[config.mk]
export PLATFORM = sky130hd
export DESIGN_NAME = mux4x1_8bits_rr_flat
export DESIGN_NICKNAME = d
export VERILOG_FILES = /design/src/rtl/mux4x1_8bits_rr_if.sv /design/src/rtl/mux4x1_8bits_rr.sv /design/src/flat_wrapper.sv
export SDC_FILE = /design/constraint.sdc
export NUM_CORES = 1
export LEC_CHECK = 0
export BUFFER_PORTS_ARGS = -buffer_cell sky130_fd_sc_hd__buf_2
export CELL_PAD_IN_SITES_DETAIL_PLACEMENT = 1
export CELL_PAD_IN_SITES_GLOBAL_PLACEMENT = 1
export CORE_UTILIZATION = 35
export CTS_CLUSTER_DIAMETER = 100
export DETAILED_ROUTE_END_ITERATION = 7
export PLACE_DENSITY = 0.62
export SYNTH_ARGS = -nofsm -noshare
export SYNTH_HDL_FRONTEND = slang
export SYNTH_SLANG_ARGS = --single-unit
[constraint.sdc]
create_clock -name clk -period 3.7 [get_ports clk]
set_clock_uncertainty 0.15 [all_clocks]
set_input_delay 0.74 -clock clk [delete_from_list [all_inputs] [get_ports clk]]
set_output_delay 0.74 -clock clk [all_outputs]
set_load 0.02 [all_outputs]
[src/rtl/mux4x1_8bits_rr_if.sv]
// Lane-merge handshake bundle: four input byte lanes plus the merged output stream.
interface mux4x1_8bits_rr_if;
   logic       valid_in0, valid_in1, valid_in2, valid_in3;
   logic [7:0] data_in0, data_in1, data_in2, data_in3;
   logic       ready_in0, ready_in1, ready_in2, ready_in3;
   logic       out_ready;
   logic       valid_out;
   logic [7:0] data_out;
   logic [1:0] lane_out;
   logic [3:0] overflow;

   modport master (
      output valid_in0, valid_in1, valid_in2, valid_in3,
      output data_in0, data_in1, data_in2, data_in3,
      output out_ready,
      input  ready_in0, ready_in1, ready_in2, ready_in3,
      input  valid_out, data_out, lane_out, overflow
   );

   modport slave (
      input  valid_in0, valid_in1, valid_in2, valid_in3,
      input  data_in0, data_in1, data_in2, data_in3,
      input  out_ready,
      output ready_in0, ready_in1, ready_in2, ready_in3,
      output valid_out, data_out, lane_out, overflow
   );
endinterface

[src/rtl/mux4x1_8bits_rr.sv]
// 4-to-1 byte-lane merger: per-lane FIFOs drained by a round-robin arbiter into a
// registered valid/ready output carrying the source lane index.
module mux4x1_8bits_rr #(
   parameter int DEPTH = 4,
   parameter int AW    = 2
) (
   input logic               clk,
   input logic               reset_L,
   mux4x1_8bits_rr_if.slave  bus
);

   localparam logic [AW:0] FULL_CNT = (AW+1)'(DEPTH);

   logic [3:0]    vin;
   logic [7:0]    din [4];
   logic [7:0]    mem [4][DEPTH];
   logic [AW-1:0] wptr [4];
   logic [AW-1:0] rptr [4];
   logic [AW:0]   count [4];
   logic [3:0]    full, nonempty, push, pop;
   logic [1:0]    last, gnt, cand;
   logic          gnt_any, load;
   logic          valid_q;
   logic [7:0]    data_q;
   logic [1:0]    lane_q;
   logic [3:0]    ovf_q;

   always_comb begin
      vin    = {bus.valid_in3, bus.valid_in2, bus.valid_in1, bus.valid_in0};
      din[0] = bus.data_in0;
      din[1] = bus.data_in1;
      din[2] = bus.data_in2;
      din[3] = bus.data_in3;
      for (int unsigned i = 0; i < 4; i++) begin
         full[i]     = (count[i] == FULL_CNT);
         nonempty[i] = (count[i] != '0);
      end
      push = vin & ~full;
   end

   // Search last+1 .. last+4 (mod 4) so the most recently granted lane is tried last.
   always_comb begin
      load    = ~valid_q | bus.out_ready;
      gnt     = '0;
      gnt_any = 1'b0;
      cand    = '0;
      for (int unsigned k = 1; k <= 4; k++) begin
         cand = last + k[1:0];
         if (!gnt_any && nonempty[cand]) begin
            gnt     = cand;
            gnt_any = 1'b1;
         end
      end
      pop = (load && gnt_any) ? (4'b0001 << gnt) : '0;
   end

   always_ff @(posedge clk) begin
      for (int unsigned i = 0; i < 4; i++)
         if (push[i]) mem[i][wptr[i]] <= din[i];
   end

   always_ff @(posedge clk or negedge reset_L) begin
      if (!reset_L) begin
         for (int unsigned i = 0; i < 4; i++) begin
            wptr[i]  <= '0;
            rptr[i]  <= '0;
            count[i] <= '0;
         end
         ovf_q <= '0;
      end else begin
         for (int unsigned i = 0; i < 4; i++) begin
            if (push[i]) wptr[i] <= wptr[i] + AW'(1);
            if (pop[i])  rptr[i] <= rptr[i] + AW'(1);
            if (push[i] && !pop[i])
               count[i] <= count[i] + (AW+1)'(1);
            else if (!push[i] && pop[i])
               count[i] <= count[i] - (AW+1)'(1);
            if (vin[i] && full[i]) ovf_q[i] <= 1'b1;
         end
      end
   end

   always_ff @(posedge clk or negedge reset_L) begin
      if (!reset_L) begin
         valid_q <= 1'b0;
         data_q  <= '0;
         lane_q  <= '0;
         last    <= 2'd3;
      end else if (load) begin
         if (gnt_any) begin
            valid_q <= 1'b1;
            data_q  <= mem[gnt][rptr[gnt]];
            lane_q  <= gnt;
            last    <= gnt;
         end else begin
            valid_q <= 1'b0;
         end
      end
   end

   assign bus.ready_in0 = ~full[0];
   assign bus.ready_in1 = ~full[1];
   assign bus.ready_in2 = ~full[2];
   assign bus.ready_in3 = ~full[3];
   assign bus.valid_out = valid_q;
   assign bus.data_out  = data_q;
   assign bus.lane_out  = lane_q;
   assign bus.overflow  = ovf_q;

endmodule

[src/flat_wrapper.sv]
// flat-port wrapper written by rule: the top's interface ports become plain ports
module mux4x1_8bits_rr_flat 
#(
   parameter int DEPTH = 4,
   parameter int AW    = 2
)
  (clk, reset_L, bus_valid_in0, bus_valid_in1, bus_valid_in2, bus_valid_in3, bus_data_in0, bus_data_in1, bus_data_in2, bus_data_in3, bus_out_ready, bus_ready_in0, bus_ready_in1, bus_ready_in2, bus_ready_in3, bus_valid_out, bus_data_out, bus_lane_out, bus_overflow);
  mux4x1_8bits_rr_if bus_i ();
  input logic clk;
  input logic reset_L;
  input wire logic [$bits(bus_i.valid_in0)-1:0] bus_valid_in0;
  input wire logic [$bits(bus_i.valid_in1)-1:0] bus_valid_in1;
  input wire logic [$bits(bus_i.valid_in2)-1:0] bus_valid_in2;
  input wire logic [$bits(bus_i.valid_in3)-1:0] bus_valid_in3;
  input wire logic [$bits(bus_i.data_in0)-1:0] bus_data_in0;
  input wire logic [$bits(bus_i.data_in1)-1:0] bus_data_in1;
  input wire logic [$bits(bus_i.data_in2)-1:0] bus_data_in2;
  input wire logic [$bits(bus_i.data_in3)-1:0] bus_data_in3;
  input wire logic [$bits(bus_i.out_ready)-1:0] bus_out_ready;
  output wire logic [$bits(bus_i.ready_in0)-1:0] bus_ready_in0;
  output wire logic [$bits(bus_i.ready_in1)-1:0] bus_ready_in1;
  output wire logic [$bits(bus_i.ready_in2)-1:0] bus_ready_in2;
  output wire logic [$bits(bus_i.ready_in3)-1:0] bus_ready_in3;
  output wire logic [$bits(bus_i.valid_out)-1:0] bus_valid_out;
  output wire logic [$bits(bus_i.data_out)-1:0] bus_data_out;
  output wire logic [$bits(bus_i.lane_out)-1:0] bus_lane_out;
  output wire logic [$bits(bus_i.overflow)-1:0] bus_overflow;
  assign bus_i.valid_in0 = bus_valid_in0;
  assign bus_i.valid_in1 = bus_valid_in1;
  assign bus_i.valid_in2 = bus_valid_in2;
  assign bus_i.valid_in3 = bus_valid_in3;
  assign bus_i.data_in0 = bus_data_in0;
  assign bus_i.data_in1 = bus_data_in1;
  assign bus_i.data_in2 = bus_data_in2;
  assign bus_i.data_in3 = bus_data_in3;
  assign bus_i.out_ready = bus_out_ready;
  assign bus_ready_in0 = bus_i.ready_in0;
  assign bus_ready_in1 = bus_i.ready_in1;
  assign bus_ready_in2 = bus_i.ready_in2;
  assign bus_ready_in3 = bus_i.ready_in3;
  assign bus_valid_out = bus_i.valid_out;
  assign bus_data_out = bus_i.data_out;
  assign bus_lane_out = bus_i.lane_out;
  assign bus_overflow = bus_i.overflow;
  mux4x1_8bits_rr #(.DEPTH(DEPTH), .AW(AW)) u_core (.clk(clk), .reset_L(reset_L), .bus(bus_i));
endmodule
==> run_results.csv <==
group,metric,value,unit
global_routing,grtUsageTotal,0.177,
cts,cts-root-buf,"clkbuf_16",
global_routing,grt_start_max_net_pins,67,
synth,synth_seq_cells,173,
placement,hpwl,13300,um
timing,finalMaxSlewViolations,0,
synth,synth_flop_cell,"edfxtp_1",
timing,fmax,304,MHz
detailed_routing,wl_per_cell,19.3,um
synth,yosys.cell_count.top_type,"edfxtp_1",
synth,synth_edf_count,128,
pwr,switchingPower,3.78,mW
cts,cts_sinks,173,
placement,port_buffers,57,
timing,slew_headroom,0.434,
setup_path,critPathMaxStageDelay,0.50,ns
synth,post_synth_instance_area,7500,sq um
setup_path,endpoint_kind,"flop",
synth,ys_warn_count,0,
cts,numCtsBuffers,17,
global_routing,first_global_vias,5240,
cts,cts_tree,"built",
pwr,p_leak,3.36,nW
pwr,comb_power_share,0.464,
global_routing,antenna_found_initial,1,
synth,synth_cell_types,38,
timing,finalSetupViolations,0,
cells_and_area,nNetsFinal,704,
detailed_routing,first_pass_iters,4,
placement,place_ws,0.372,ns
timing,rsz0062_at_grt,"no",
cts,clock_path_buffers,2,
setup_path,startpoint_type,"flop",
setup_path,worst_ep_required_time,3.86,ns
synth,netlist_instances,583,
synth,syn-num-nets,646,
synth,yosysTopAreaCell,"edfxtp_1",
placement,gp_congestion,0.740,
synth,synth.area.top_cells,"edfxtp_1 51%, dfrtp_1 14%, nand2_1 6.2%, ha_1 3.3%, a221oi_2 3.2%",
floorplan,rows,53,
detailed_routing,finalWirelength,17900,um
setup_path,crit_chain,"or3_1 > o21ai_0 > a21oi_1 > or3_1 > nor3_2 > inv_1 > ha_1 > inv_1 > fa_1 > mux2_2",
pwr,power_frac_seq,0.330,
timing,tightest_slew,0.849,ns
cells_and_area,fill_cells,2184,
timing,tns,0,ns
detailed_routing,drt_iter0_markers,151,
cts,htree_levels,4,
cts,clk_pin_slew,0.07,ns
setup_path,reg2regPathDepth,10,
floorplan,dieArea,22000,sq um
detailed_routing,via_per_inst,5.02,
setup_path,cp.arrival,3.45,ns
timing,period_minus_slack,3.29,ns
floorplan,die_x,148,um
detailed_routing,ant_nets,0,
cts,cts_hold_buf,0,
floorplan,start_util,0.357,
timing,hold_slack,0.257,ns
cells_and_area,layout-drive-gt1-share,0.202,
pwr,vdd_drop_max,0.487,mV
synth,syn_avg_cell_area,12.9,sq um
setup_path,critical_path.max_fanout,5,
cts,cts_resized,0,
synth,synth_commonest_cells,"128 x edfxtp_1, 124 x nand2_1, 44 x nand3_1",
job,maxCapViolations,0,
cts,clkLatencyLatePin,0.42,ns
timing,worst_slack,0.413,ns
cells_and_area,syn2layout_area_growth,16.0,%
setup_path,worst_path_max_delay_cell,"or3_1",
synth,synth_top_area_share,0.513,
detailed_routing,drc_errors,0,
floorplan,core,21000,sq um
worst_hold_path,hold_path_class,"in -> async",
pwr,p_int,5.24,mW
floorplan,die_y,148,um
timing,min_period_over_period,0.888,
pwr,switching_share,0.419,
detailed_routing,vias,4665,
setup_path,critPathKind,"reg -> reg",
pwr,pwr-share-clk,0.206,
cts,postCtsSetupBuffers,0,
global_routing,grt_pass1_wl,28200,um
floorplan,io_pins,58,
outcome,status,"complete, no violations",
pwr,power_density,1040,nW/um^2
synth,ys_seq_area_frac,0.663,
timing,hold_violations,0,
global_routing,gr-total-overflow,0,
synth,synthArstFlopShare,0.260,
## path summary, 6_finish.rpt
path | start | endpoint | slack (ns)
min in group clk | u_core.rptr[3] | u_core.rptr[3] | 0.32
setup / recovery | u_core.count[6] | u_core.count[10] | 0.41
hold / removal | reset_L | u_core.bus.data_out[6] | 0.26
max in group asynchronous | reset_L | u_core.wptr[0] | 2.41
hold reg to reg | u_core.rptr[3] | u_core.rptr[3] | 0.32
setup reg to reg | u_core.count[6] | u_core.count[10] | 0.41
## registers in the layout (all words and copies together) (netlist names)
register,count
u_core.bus.lane_out,2
u_core.wptr,8
u_core.rptr,8
u_core.bus.data_out,8
u_core.bus.valid_out,1
u_core.count,12
u_core.bus.overflow,4
u_core.mem,128
u_core.last,2
## routing by layer
metal / wire length, um / global-route usage
met1: 7260 / 0.195
met4: 291 / 0.0536
met2: 9920 / 0.331
met5: 0 / 0
met3: 454 / 0.0442
## area by class of cell
cell class,instances,area (sq um),share of cell area
tap,275,344,0.0396
sequential,173,4970,0.572
timing repair buffer,66,353,0.0406
inverter,14,52.6,0.00604
multi-input combinational,369,2360,0.271
antenna,1,2.50,0.000288
clock inverter,14,184,0.0212
clock buffer,18,429,0.0494
## worst max-delay path: cells and delay by family, from the launching register on
kind	cells	cell delay (ns)
muxes	1	0.27
buffers and inverters	2	0.18
DFF	1	0.44
and+or+nand+nor	3	1.25
adders and majority gates	2	0.61
AOI/OAI and AO/OA	2	0.28
## power by group through the flow
stage | sequential, mW | clock [mW] | combinational [mW]
2_1_floorplan | 3.01 | 0 | 3.09
3_3_place_gp | 2.99 | 0 | 4.00
3_5_place_dp | 3.03 | 0 | 4.25
4_1_cts | 2.99 | 1.90 | 4.28
5_1_grt | 3.05 | 1.98 | 4.68
6_report | 2.98 | 1.86 | 4.18
## cell usage in the layout (no fill, tap or decap), types with 16 or more instances in the layout
cell / n
a21oi_1: 33
clkbuf_16: 17
dfrtp_1: 43
nand2_1: 124
ha_1: 20
edfxtp_1: 128
nand3_1: 44
a221oi_2: 16
buf_2: 57
and3_1: 32
## metrics by stage
stage / total power [mW] / utilization / std cells / area [sq um]
after floorplan: 6.10 / - / 583 / 7500
after CTS: 9.16 / 0.413 / 929 / 8690
after detailed placement: 7.28 / 0.384 / 897 / 8080
after global placement: 6.99 / 0.384 / 897 / 8080
final: 9.02 / 0.414 / 930 / 8690
after global routing: 9.70 / 0.413 / 929 / 8690
## logic make-up after synthesis
family,share of synthesized area
fa+ha+maj,0.0441
mux,0.0145
xor+xnor,0.0280
flops,0.663
simple gates,0.140
compound gates,0.0845
buf+inv,0.0255
Power figures use the tool's default switching activity.
